==> src/rtl/sync_fifo_p.sv <==
// Generic single-clock FIFO with first-word-fall-through read data.
// Ports:
//   clk_i, rst_i        clock, asynchronous active-high reset (clears pointers only)
//   wr_en_i, wr_data_i  push (ignored when full)
//   rd_en_i, rd_data_o  pop (ignored when empty); rd_data_o shows the head entry
//   full_o, empty_o     occupancy flags, derived from registered pointers only
module sync_fifo_p #(
  parameter int unsigned Width = 8,
  parameter int unsigned Depth = 4   // power of 2, at least 2
) (
  input  logic             clk_i,
  input  logic             rst_i,
  input  logic             wr_en_i,
  input  logic [Width-1:0] wr_data_i,
  input  logic             rd_en_i,
  output logic [Width-1:0] rd_data_o,
  output logic             full_o,
  output logic             empty_o
);

  localparam int unsigned PtrW = $clog2(Depth);

  // Pointers carry one extra wrap bit to tell full from empty.
  logic [PtrW:0]      wr_ptr_q, rd_ptr_q;
  logic [Width-1:0]   mem_q [Depth];
  logic               push, pop;

  assign empty_o = (wr_ptr_q == rd_ptr_q);
  assign full_o  = (wr_ptr_q[PtrW] != rd_ptr_q[PtrW]) &&
                   (wr_ptr_q[PtrW-1:0] == rd_ptr_q[PtrW-1:0]);

  assign push = wr_en_i && !full_o;
  assign pop  = rd_en_i && !empty_o;

  assign rd_data_o = mem_q[rd_ptr_q[PtrW-1:0]];

  always_ff @(posedge clk_i or posedge rst_i) begin
    if (rst_i) begin
      wr_ptr_q <= '0;
      rd_ptr_q <= '0;
    end else begin
      if (push) wr_ptr_q <= wr_ptr_q + 1'b1;
      if (pop)  rd_ptr_q <= rd_ptr_q + 1'b1;
    end
  end

  always_ff @(posedge clk_i) begin
    if (push) mem_q[wr_ptr_q[PtrW-1:0]] <= wr_data_i;
  end

endmodule

==> config.mk <==
export PLATFORM = sky130hd
export DESIGN_NAME = sync_fifo_p
export DESIGN_NICKNAME = d
export VERILOG_FILES = /design/src/rtl/sync_fifo_p.sv
export SDC_FILE = /design/constraint.sdc
export NUM_CORES = 1
export LEC_CHECK = 0
export CORE_MARGIN = 2
export CORE_UTILIZATION = 25
export DETAILED_ROUTE_END_ITERATION = 16
export HOLD_SLACK_MARGIN = 0.03
export MAX_ROUTING_LAYER = met4
export PLACE_DENSITY = 0.53
export RECOVER_POWER = 100
export SLEW_MARGIN = 20
export SYNTH_ARGS = -nofsm -noshare
export SYNTH_HDL_FRONTEND = slang
export SYNTH_SLANG_ARGS = --single-unit
==> constraint.sdc <==
create_clock -name clk_i -period 4.1 [get_ports clk_i]
set_input_delay 0.82 -clock clk_i [delete_from_list [all_inputs] [get_ports clk_i]]
set_output_delay 0.82 -clock clk_i [all_outputs]
set_load 0.05 [all_outputs]
==> impl_metrics.yaml <==
power_and_ir_drop:
  finalPower_w: 0.001738
  pwr-share-clk: 0.217
  p_int_w: 0.001042
  power_density_nw_per_um2: 838.9
  vdd_drop_max_mv: 0.3946
  p_seq_frac: 0.358
  p_leak_nw: 0.7446
  pwr-share-comb: 0.425
  p_sw_frac: 0.4003
  switchingPower_w: 0.0006957
sta:
  whs_ns: 0.6009
  worst-slew-pin-transition_ns: 1.222
  setup_tns_ns: 0
  layout_setup_ws_ns: 0.7235
  setup_violations: 0
  finalCritPeriodShare: 0.8235
  slew-limit-headroom: 0.1814
  max_clock_freq_mhz: 296.2
  final-hold-violation-count: 0
  final_max_slew_viol_count: 0
  grt_setup_unrepaired: "false"
  skew_ns: 0.003489
  period_needed_ns: 3.376
yosys:
  synth_compound_area_frac: 0.05509
  yosysSeqAreaShare: 0.6702
  ys_ff_latch: 38
  synth_area_per_cell_um2: 18.22
  synth.area.mux_share: 0.1200
  postSynthNetCount: 108
  synth_cells: 91
  synth_top_family_by_area: "multiplexers"
  synthesis.area_um2: 1658
  synth_area_leaders: "edfxtp_1 58%, dfrtp_1 9.1%, mux4_1 7.9%"
  synth_top_area_cell: "edfxtp_1"
  yosys_warnings: 0
  synthXorXnorAreaFrac: 0.05660
  synth_top_cell_area_share: 0.5796
  synth_simple_gate_area_frac: 0.03925
  synthAdderAreaFrac: 0.03774
  ys_types: 25
setup_path:
  cp.required_ns: 3.28
  start_kind: "flip-flop"
  worstRegToRegCells: 2
  worstSetupEndpoint: "full_o"
  worst_path_largest_cell_delay_ns: 0.86
  crit_path_max_fanout: 12
  regToRegEndpoint: "mem_q[3][3]$_DFFE_PP_"
  end_kind: "primary output"
  path_buf_inv: 2
  crit_cells: 4
  rr_startpoint: "rd_ptr_q[0]$_DFFE_PP0P_"
  crit_family: "buffers and inverters"
  crit_arrival_ns: 2.56
  startpoint: "rd_ptr_q[0]$_DFFE_PP0P_"
  cp_cell_sequence: "xnor2_1, nand3_2, inv_1, dlygate4sd3_1"
  path_class: "reg2out"
  reg2reg_setup_slack_ns: 1.69
  slowest_stage: "dlygate4sd3_1"
cells_and_area:
  final_common_cell: "edfxtp_1"
  drive_above_1_share: 0.1102
  multi_input_area_um2: 498.0
  layout.cells.non_filler: 195
  nets: 134
  regArea_um2: 1111
  antenna_cells: 0
  layout_common_cells: "32 x edfxtp_1, 19 x dlygate4sd3_1, 6 x dfrtp_1"
  final.fill_count: 615
  synthToLayoutAreaGrowth_pct: 24.98
routing:
  via_per_inst: 4.477
  wl_per_cell_um: 14.69
  drt_iter0_drc: 15
  ant_nets: 0
  num_vias: 873
  finalWirelength_um: 2864
  drc: 0
  drt_first_pass_iters: 3
floorplanning:
  io_pins: 22
  start_util: 0.2596
  die-area_um2: 7299
  core-area_um2: 6386
  row_count: 29
  die_height_um: 85.44
  fp.dieW_um: 85.44
cts:
  clock_latency_ns: 0.29
  clk_pin_slew_ns: 0.08
  cts.hold.buffers_added: 0
  cts_max_path_buffers: 2
  post_cts_buffers: 0
  cts_num_sinks: 38
  cts_buffers: 5
  cts_resized: 0
  cts_root_buf: "clkbuf_8"
  htree_levels: 2
  cts_tree: "yes"
global_routing:
  grt_pass1_vias: 927
  grtUsageTotal: 0.09010
  grt_pass1_wl_um: 4698
  antenna_found_initial: 0
  grt_max_degree: 15
  grt-ovfl-total: 0
job:
  cap_violations: 0
placement:
  hpwl_um: 2014
  placed_cells: 187
  gp_congestion: 0.8981
  portBuffers: 21
  place_ws_ns: 1.009
worst_hold_path:
  min_path_type: "reg2reg"
status:
  status: "complete, no violations"
logic make-up (layout without fill, tap and decap cells):
family / after synthesis / after routing
AO/OA/AOI/OAI: 13 / 13
XOR/XNOR: 9 / 9
adder cells (fa/ha/maj): 5 / 5
buffers and inverters: 7 / 34
flip-flops: 38 / 38
multiplexers: 8 / 8
AND/OR/NAND/NOR: 11 / 11
how the worst min path moves through the flow:
| stage | start | to | slack (ns) | cells after the start |
|---|---|---|---|---|
| CTS | wr_ptr_q[2]$_DFFE_PP0P_ | wr_ptr_q[2]$_DFFE_PP0P_ | 0.60 | 1 |
| detailed placement | wr_ptr_q[2]$_DFFE_PP0P_ | wr_ptr_q[2]$_DFFE_PP0P_ | 0.59 | 1 |
| finish | wr_ptr_q[2]$_DFFE_PP0P_ | wr_ptr_q[2]$_DFFE_PP0P_ | 0.60 | 1 |
| floorplan | wr_ptr_q[2]$_DFFE_PP0P_ | wr_ptr_q[2]$_DFFE_PP0P_ | 0.54 | 1 |
| global placement | wr_ptr_q[2]$_DFFE_PP0P_ | wr_ptr_q[2]$_DFFE_PP0P_ | 0.58 | 1 |
| global route | wr_ptr_q[2]$_DFFE_PP0P_ | wr_ptr_q[2]$_DFFE_PP0P_ | 0.64 | 1 |
stage by stage:
stage                     cell area (um2)  utilization
after floorplan                      1658            -
after global placement               1948       0.3051
after global routing                 2072       0.3245
final                                2072       0.3245
after detailed placement             1948       0.3051
after CTS                            2086       0.3266
synth_stat cells, drive strengths merged:
library cell and n:
a211oi 2, edfxtp 32, and3 3, nand3 2, ha 5, mux4 8, xnor2 5, xor2 4
nand2 1, nand2b 2, and2 1, inv 5, o31ai 4, a21o 1, buf 2, dfrtp 6
a31oi 2, nor2 1, nor3 1, a21oi 4
layer usage:
layer  vias up  track usage  part of all wire
li1        407            -                 -
met5         -            -                 0
met2        25       0.1420              0.48
met1       435      0.09317              0.43
met4         0      0.04762             0.028
met3         6      0.04280             0.063
state kept, by name, indices dropped and copies added (netlist names):
| signal | count |
|---|---|
| wr_ptr_q | 3 |
| mem_q | 32 |
| rd_ptr_q | 3 |
cell type report:
type / count / area share
Tap cell: 77 / 0.04650
Sequential cell: 38 / 0.5362
Clock buffer: 5 / 0.03321
Timing Repair Buffer: 21 / 0.1014
Inverter: 5 / 0.009058
Multi-Input combinational cell: 46 / 0.2403
Clock inverter: 3 / 0.03321
power groups by stage:
| stage | sequential [W] | clock [W] | combinational, W |
|---|---|---|---|
| global placement | 0.000629 | 0 | 0.000774 |
| global route | 0.000636 | 0.000403 | 0.000802 |
| detailed placement | 0.000638 | 0 | 0.000783 |
| finish | 0.000622 | 0.000377 | 0.000740 |
| floorplan | 0.000579 | 0 | 0.000623 |
| CTS | 0.000629 | 0.000388 | 0.000787 |
Power figures use the tool's default switching activity.
